===== config.mk =====
export PLATFORM = sky130hd
export DESIGN_NAME = alu_multicycle
export DESIGN_NICKNAME = d
export VERILOG_FILES = /design/src/rtl/alu_multicycle.sv
export SDC_FILE = /design/constraint.sdc
export NUM_CORES = 1
export LEC_CHECK = 0
export ABC_AREA = 1
export ABC_CLOCK_PERIOD_IN_PS = 8700
export CAP_MARGIN = 20
export CORE_UTILIZATION = 60
export CTS_CLUSTER_DIAMETER = 200
export DETAILED_ROUTE_END_ITERATION = 6
export PLACE_DENSITY = 0.86
export SYNTH_ARGS = -nofsm -noshare
export SYNTH_HDL_FRONTEND = slang
export SYNTH_SLANG_ARGS = --single-unit
export TNS_END_PERCENT = 20

===== constraint.sdc =====
create_clock -name clk -period 8.7 [get_ports clk]
set_clock_uncertainty 0.1 [all_clocks]
set_input_delay 0.87 -clock clk [delete_from_list [all_inputs] [get_ports clk]]
set_output_delay 0.87 -clock clk [all_outputs]
set_load 0.01 [all_outputs]

===== src/rtl/alu_multicycle.sv =====
// Multicycle ALU: single-cycle ADD/SUB/logic/SLT/MOV and a WIDTH-step shift-add MUL,
// valid/ready handshaked, with synchronous kill and asynchronous reset.
module alu_multicycle #(
  parameter int WIDTH = 32,
  parameter int CNT_W = $clog2(WIDTH) + 1
) (
  input  logic             clk,
  input  logic             reset,
  input  logic             in_valid,
  output logic             in_ready,
  input  logic [2:0]       op,
  input  logic [WIDTH-1:0] src1,
  input  logic [WIDTH-1:0] src2,
  input  logic             kill,
  output logic             out_valid,
  input  logic             out_ready,
  output logic [WIDTH-1:0] result,
  output logic             zero,
  output logic             overflow,
  output logic             busy
);

  typedef enum logic [1:0] {IDLE, BUSY, DONE} state_e;
  typedef enum logic [2:0] {
    OP_ADD = 3'd0, OP_SUB = 3'd1, OP_AND = 3'd2, OP_OR  = 3'd3,
    OP_XOR = 3'd4, OP_SLT = 3'd5, OP_MOV = 3'd6, OP_MUL = 3'd7
  } op_e;

  state_e               state_q, state_d;
  logic [CNT_W-1:0]     cnt_q, cnt_d;
  logic [WIDTH-1:0]     result_q, result_d;
  logic                 zero_q, zero_d;
  logic                 ovf_q, ovf_d;
  logic [2*WIDTH-1:0]   mcand_q, mcand_d;
  logic [WIDTH-1:0]     mplier_q, mplier_d;
  logic [2*WIDTH-1:0]   acc_q, acc_d;

  logic [WIDTH-1:0]     sum, diff, alu_res;
  logic                 alu_ovf;
  logic [2*WIDTH-1:0]   acc_sum;

  always_comb begin
    sum     = src1 + src2;
    diff    = src1 - src2;
    alu_res = '0;
    alu_ovf = 1'b0;
    case (op)
      OP_ADD: begin
        alu_res = sum;
        alu_ovf = (src1[WIDTH-1] == src2[WIDTH-1]) && (sum[WIDTH-1] != src1[WIDTH-1]);
      end
      OP_SUB: begin
        alu_res = diff;
        alu_ovf = (src1[WIDTH-1] != src2[WIDTH-1]) && (diff[WIDTH-1] != src1[WIDTH-1]);
      end
      OP_AND:  alu_res = src1 & src2;
      OP_OR:   alu_res = src1 | src2;
      OP_XOR:  alu_res = src1 ^ src2;
      OP_SLT:  alu_res = {{(WIDTH-1){1'b0}}, ($signed(src1) < $signed(src2))};
      OP_MOV:  alu_res = src1;
      default: alu_res = '0;
    endcase
  end

  assign acc_sum = acc_q + (mplier_q[0] ? mcand_q : '0);

  always_comb begin
    state_d  = state_q;
    cnt_d    = cnt_q;
    result_d = result_q;
    zero_d   = zero_q;
    ovf_d    = ovf_q;
    mcand_d  = mcand_q;
    mplier_d = mplier_q;
    acc_d    = acc_q;
    if (kill) begin
      // Abort discards the partial product but keeps the visible result/flags.
      state_d  = IDLE;
      cnt_d    = '0;
      mcand_d  = '0;
      mplier_d = '0;
      acc_d    = '0;
    end else begin
      case (state_q)
        IDLE: begin
          if (in_valid) begin
            if (op == OP_MUL) begin
              state_d  = BUSY;
              cnt_d    = CNT_W'(WIDTH);
              mcand_d  = {{WIDTH{1'b0}}, src1};
              mplier_d = src2;
              acc_d    = '0;
            end else begin
              state_d  = DONE;
              result_d = alu_res;
              zero_d   = (alu_res == '0);
              ovf_d    = alu_ovf;
            end
          end
        end
        BUSY: begin
          acc_d    = acc_sum;
          mcand_d  = mcand_q << 1;
          mplier_d = mplier_q >> 1;
          cnt_d    = cnt_q - CNT_W'(1);
          if (cnt_q == CNT_W'(1)) begin
            state_d  = DONE;
            result_d = acc_sum[WIDTH-1:0];
            zero_d   = (acc_sum[WIDTH-1:0] == '0);
            ovf_d    = |acc_sum[2*WIDTH-1:WIDTH];
          end
        end
        DONE: begin
          if (out_ready) state_d = IDLE;
        end
        default: state_d = IDLE;
      endcase
    end
  end

  always_ff @(posedge clk or posedge reset) begin
    if (reset) begin
      state_q  <= IDLE;
      cnt_q    <= '0;
      result_q <= '0;
      zero_q   <= 1'b1;
      ovf_q    <= 1'b0;
      mcand_q  <= '0;
      mplier_q <= '0;
      acc_q    <= '0;
    end else begin
      state_q  <= state_d;
      cnt_q    <= cnt_d;
      result_q <= result_d;
      zero_q   <= zero_d;
      ovf_q    <= ovf_d;
      mcand_q  <= mcand_d;
      mplier_q <= mplier_d;
      acc_q    <= acc_d;
    end
  end

  assign in_ready  = (state_q == IDLE);
  assign busy      = (state_q != IDLE);
  assign out_valid = (state_q == DONE);
  assign result    = result_q;
  assign zero      = zero_q;
  assign overflow  = ovf_q;

endmodule


# Yosys cells after proc, flatten, opt, wreduce, memory -nomap -nowiden
# Cells that the tools add are included.
[classes]
n_reduce_logical = 13
n_mux = 37
n_eq_ne = 21
add_sub_neg = 4
n_lt_le_gt_ge = 1
n_bitwise = 4
[op_table]
columns = ["op", "count"]
rows = [
  ["2-to-1 mux 64 bit", 7],
  ["one-hot mux 64 bit (2 select lines)", 2],
  ["one-hot mux 32 bit (7 select lines)", 1],
  ["2-to-1 mux 32 bit", 6],
  ["one-hot mux 32 bit (2 select lines)", 2],
  ["adder 64 bit", 1],
  ["zero test 32 bit", 2],
  ["adder 32 bit", 1],
  ["bitwise AND 32 bit", 1],
  ["< comparator 32 bit", 1],
  ["OR 32 bit", 1],
  ["OR reduction 32 bit", 1],
  ["subtractor 32 bit", 1],
  ["XOR 32 bit", 1],
  ["2-to-1 mux 6 bit", 3],
  ["== test 3 bit, second input constant", 4],
  ["one-hot mux 6 bit (2 select lines)", 1],
  ["2-to-1 mux 2 bit", 5],
  ["== test 3 x 2 -> 1 bit, second input constant", 2],
  ["== test 6 x 1 -> 1 bit, second input constant", 1],
  ["2-to-1 mux 1 bit", 6],
  ["inequality test 2 bit, second input constant", 3],
  ["inequality test 3 x 2 -> 1 bit, second input constant", 2],
  ["one-hot mux 1 bit (2 select lines)", 3],
  ["17 further kinds", 22],
]
[totals]
wordCells = 88
register_bits = 202
out_inout_bits = 37
in_bits = 72

# Longest topological paths before layout
[logic_depth]
ltp_word = 7
depth_mapped = 25
depth_no_buf = 23

# Worst setup path after synthesis
# Ideal clock, no wire load.
[synth_timing]
path_type = "reg2reg"
startpoint = "register mplier_q[0]"
endpoint = "register ovf_q (netlist: overflow)"
n_path_buf = 2
slack_ps = 5746
synth_period_minus_slack_ps = 2954
setup_time_ps = 117
stages_incl_launch_ff = 25
t_required_ps = 8483
t_arrival_ps = 2738
path_cell_list = "dfrtp_1 -> clkbuf_1 -> buf_1 -> nand2_1 -> inv_1 -> ha_1 -> fa_1 -> nand2_1 -> inv_1 -> nand2_1 -> nand2_1 -> nand2_1 -> nand2_1 -> nand2_1 -> nand2_1 -> nand2_1 -> nand3_1 -> nand2_1 -> nand2_1 -> xor2_1 -> nand2_1 -> nor2_1 -> nand3_1 -> nand2_1 -> nand2_1"
[synth_between]
elab_chain_len = 5
[synth_rtl]
columns = ["element", "line_no", "source"]
rows = [
  ["start: declaration", "35", "logic [WIDTH-1:0] mplier_q, mplier_d;"],
  ["start signal: assignment", "138", "mplier_q <= mplier_d;"],
  ["2-to-1 mux 64 bit", "65", "assign acc_sum = acc_q + (mplier_q[0] ? mcand_q : '0);"],
  ["adder 64 bit", "65", ""],
  ["OR reduction 32 bit", "110", "ovf_d = |acc_sum[2*WIDTH-1:WIDTH];"],
  ["2-to-1 mux 1 bit", "106", "if (cnt_q == CNT_W'(1)) begin"],
  ["one-hot mux 1 bit (2 select lines)", "84", "case (state_q)"],
  ["end signal: assignment", "136", "ovf_q <= ovf_d;"],
  ["end: declaration", "33", "logic ovf_q, ovf_d;"],
]
# No other way between the ends. The select of a mux whose other input is x is not followed.
# A chain may end at the register's enable or synchronous reset.

# Worst setup path in the final report
# Ends and elaborated chain as after synthesis.

==> results.toml <==
[status]
outcome = "complete, no violations"

[die]
dieWidth_um = 191
fp.coreArea_um2 = 34900
rows = 68
start_util_pct = 61.5
ios = 109
dieArea_um2 = 36500
die_h_um = 191

[placement]
placed_area_um2 = 22700
gp_congestion = 1.06
numPortBuffers = 108
dp_hpwl_um = 61600
dp_cells = 4144
pre_cts_slack_ps = 4340

[grt]
grt_overflow = 0
grt_pass1_wl_um = 121000
grt_pass1_vias = 22302
antenna_found_initial = 2
grt_use_total_pct = 43.0
grt_max_degree = 104

[pwr]
power_frac_comb_pct = 40.4
p_sw_mw = 1.61
ir_drop_mv = 0.187
p_seq_share_pct = 32.6
internal-power_mw = 2.24
finalPower_mw = 3.86
total_leakage_power_nw = 13.3
clockPowerShare_pct = 27.0
powerDensity_nw_per_um2 = 164
p_sw_share_pct = 41.8

[clock_tree]
cts_tree = "yes"
cts_setup_buffers = 0
root_buffer = "clkbuf_16"
cts_buffers = 24
clk_pin_slew_worst_paths_ps = 70
cts_max_level = 1
cts_resized = 0
cts_num_sinks = 202
cts_buffer_depth = 3
clock_latency_ps = 570
ctsHoldBuffers = 0

[setup_path]
path_common_cell = "nand2_1"
critPathKind = "register to register"
path_buf_inv = 4
crit_required_ps = 9060
max_stage_delay_ps = 520
start_kind = "register"
cp.depth = 21
worstPathArrival_ps = 4450
path_max_fanout = 53
reg2reg_depth = 21
crit_family = "simple AND/OR/NAND/NOR gates"
path_cells = "buf_4, nand2_1, inv_1, ha_1, nand2_1, nor2_1, inv_1, nor2_1, inv_1, nor3_1, nand2_1, nand2_1, nand2_1, nand2_1, nand3_1, nor2_1, nand3_1, nor2_1, nand3_1, nand2_1, nand2_1"
end_kind = "register"
crit_slowest_cell = "dfrtp_2"

[yosys]
ys_ff_latch = 202
synth-edff-count = 0
yosysWarnings = 0
syn_inst = 3676
ys.flop_type = "dfrtp_1"
ys_types = 47
ys_seq_area_share_pct = 23.6
syn_area_per_cell_um2 = 5.84
async_flop_share_pct = 100
syn-num-nets = 3929
netlist_area_um2 = 21500

[timing]
fmax_mhz = 244
rsz0062_at_grt = "false"
max-slew-margin-rel_pct = 22.1
tightestPinTransition_ps = 1170
finalSetupTns_ps = 0
hold_viol_final = 0
finalMaxSlewViolations = 0
report.final.setup_viol = 0
fin_crit_sh_pct = 47.0
setup_ws_ps = 4610
layout_min_cycle_time_ps = 4090

[cells_and_area]
stdcell_count = 4187
drive_above_1_share_pct = 2.39
fin_area_um2 = 23500
area_growth_pct = 9.62
final_common_cell = "nand2_1"
fill_cells = 3344
fin_nets = 3968
layout_common_cells = "nand2_1, inv_1, nor2_1"

[drt]
drc_errors = 0
first_iter_violations = 2630
via_count = 23812
totalWireLength_um = 78300
wl_per_cell_um = 18.7
vias_per_cell = 5.69
ant_nets = 0
dr.pass1.iters = 6

[worst_hold_path]
whs_path_depth = 1
hp-class = "register to register"

[job]
max_cap_viol_count = 0
==> worst paths after layout <==
| kind | startpoint | end | slack, ps |
|---|---|---|---|
| min in group asynchronous | reset | result[18] | 670 |
| setup / recovery | mplier_q[0] | overflow | 4610 |
| max in group asynchronous | reset | mplier_q[0] | 6450 |
| setup reg to reg | mplier_q[0] | overflow | 4610 |
| hold / removal | cnt_q[3] | cnt_q[3] | 380 |
| hold reg to reg | cnt_q[3] | cnt_q[3] | 380 |
==> area by class of cell <==
type / count / area (µm²) / area share, %
Multi-Input combinational cell: 2656 / 13300 / 56.3
Sequential cell: 202 / 5060 / 21.5
Inverter: 709 / 2670 / 11.3
Timing Repair Buffer: 122 / 1190 / 5.04
Clock buffer: 36 / 696 / 2.96
Tap cell: 455 / 569 / 2.42
Clock inverter: 6 / 98.8 / 0.420
Antenna cell: 1 / 2.50 / 0.0106
==> worst reg2reg max path, cell delays in order, from the launching register on <==
cell     delay (ps)
dfrtp_2         520
buf_4           510
nand2_1         170
inv_1           150
ha_1            220
nand2_1         160
nor2_1          210
inv_1            80
nor2_1          180
inv_1            60
nor3_1          380
nand2_1         210
nand2_1         100
nand2_1          50
nand2_1          80
nand3_1         130
nor2_1          120
nand3_1         120
nor2_1          140
nand3_1          90
nand2_1         130
nand2_1          80
==> state kept, by name, indices dropped and copies added, names as in the netlist <==
| signal | flops |
|---|---|
| mplier_q | 32 |
| cnt_q | 6 |
| zero | 1 |
| state_q | 2 |
| result | 32 |
| mcand_q | 64 |
| overflow | 1 |
| acc_q | 64 |
==> Yosys cell counts (3+ instances only) <==
cell type | count | area (µm²)
a21oi_1 | 150 | 751
a221oi_1 | 16 | 140
a22o_1 | 13 | 114
a31oi_1 | 4 | 25.0
a32o_1 | 7 | 70.1
and2_1 | 4 | 25.0
and3_1 | 4 | 25.0
buf_1 | 21 | 78.8
buf_2 | 29 | 145
buf_4 | 17 | 128
clkbuf_1 | 41 | 154
dfrtp_1 | 201 | 5030
fa_1 | 3 | 60.1
ha_1 | 178 | 2230
inv_1 | 695 | 2610
inv_2 | 13 | 48.8
nand2_1 | 1270 | 4770
nand2_2 | 3 | 18.8
nand3_1 | 207 | 1040
nand3b_1 | 19 | 143
nand4_1 | 32 | 200
nor2_1 | 331 | 1240
nor2_2 | 9 | 56.3
nor3_1 | 26 | 130
o21ai_0 | 223 | 1120
o21ai_1 | 6 | 30.0
o21bai_1 | 11 | 82.6
o221ai_1 | 4 | 35.0
o22ai_1 | 95 | 594
xnor2_1 | 14 | 123
xor2_1 | 8 | 70.1
==> routing by layer <==
layer | up-vias | share of wire, % | GRT usage [%]
met1 | 10720 | 40 | 54.8
met5 | - | 0 | 0
li1 | 11549 | - | -
met4 | 0 | 6.1 | 23.3
met3 | 277 | 10 | 7.95
met2 | 1266 | 44 | 68.6
==> per-stage QoR <==
step / utilization, % / hold slack (ps)
after detailed placement: 65.2 / 368
after global routing: 67.4 / 399
after global placement: 65.2 / 363
after floorplan: - / 344
final: 67.5 / 384
after CTS: 67.4 / 385
==> power by group through the flow <==
stage / sequential (mW) / clock (mW) / combinational (mW)
after global routing: 1.27 / 1.08 / 1.69
after CTS: 1.25 / 1.04 / 1.52
after global placement: 1.26 / 0 / 1.49
after floorplan: 1.25 / 0 / 0.897
after detailed placement: 1.26 / 0 / 1.50
final: 1.26 / 1.04 / 1.56
==> cell families after synthesis <==
logic type	share of synthesized area [%]
adders and majority gates	10.7
xor gates and xnor gates	0.898
buffers and inverters	14.8
DFF	23.6
AOI/OAI and AO/OA	14.2
and+or+nand+nor	35.9
Note: power is estimated with default switching activity, not from simulation.
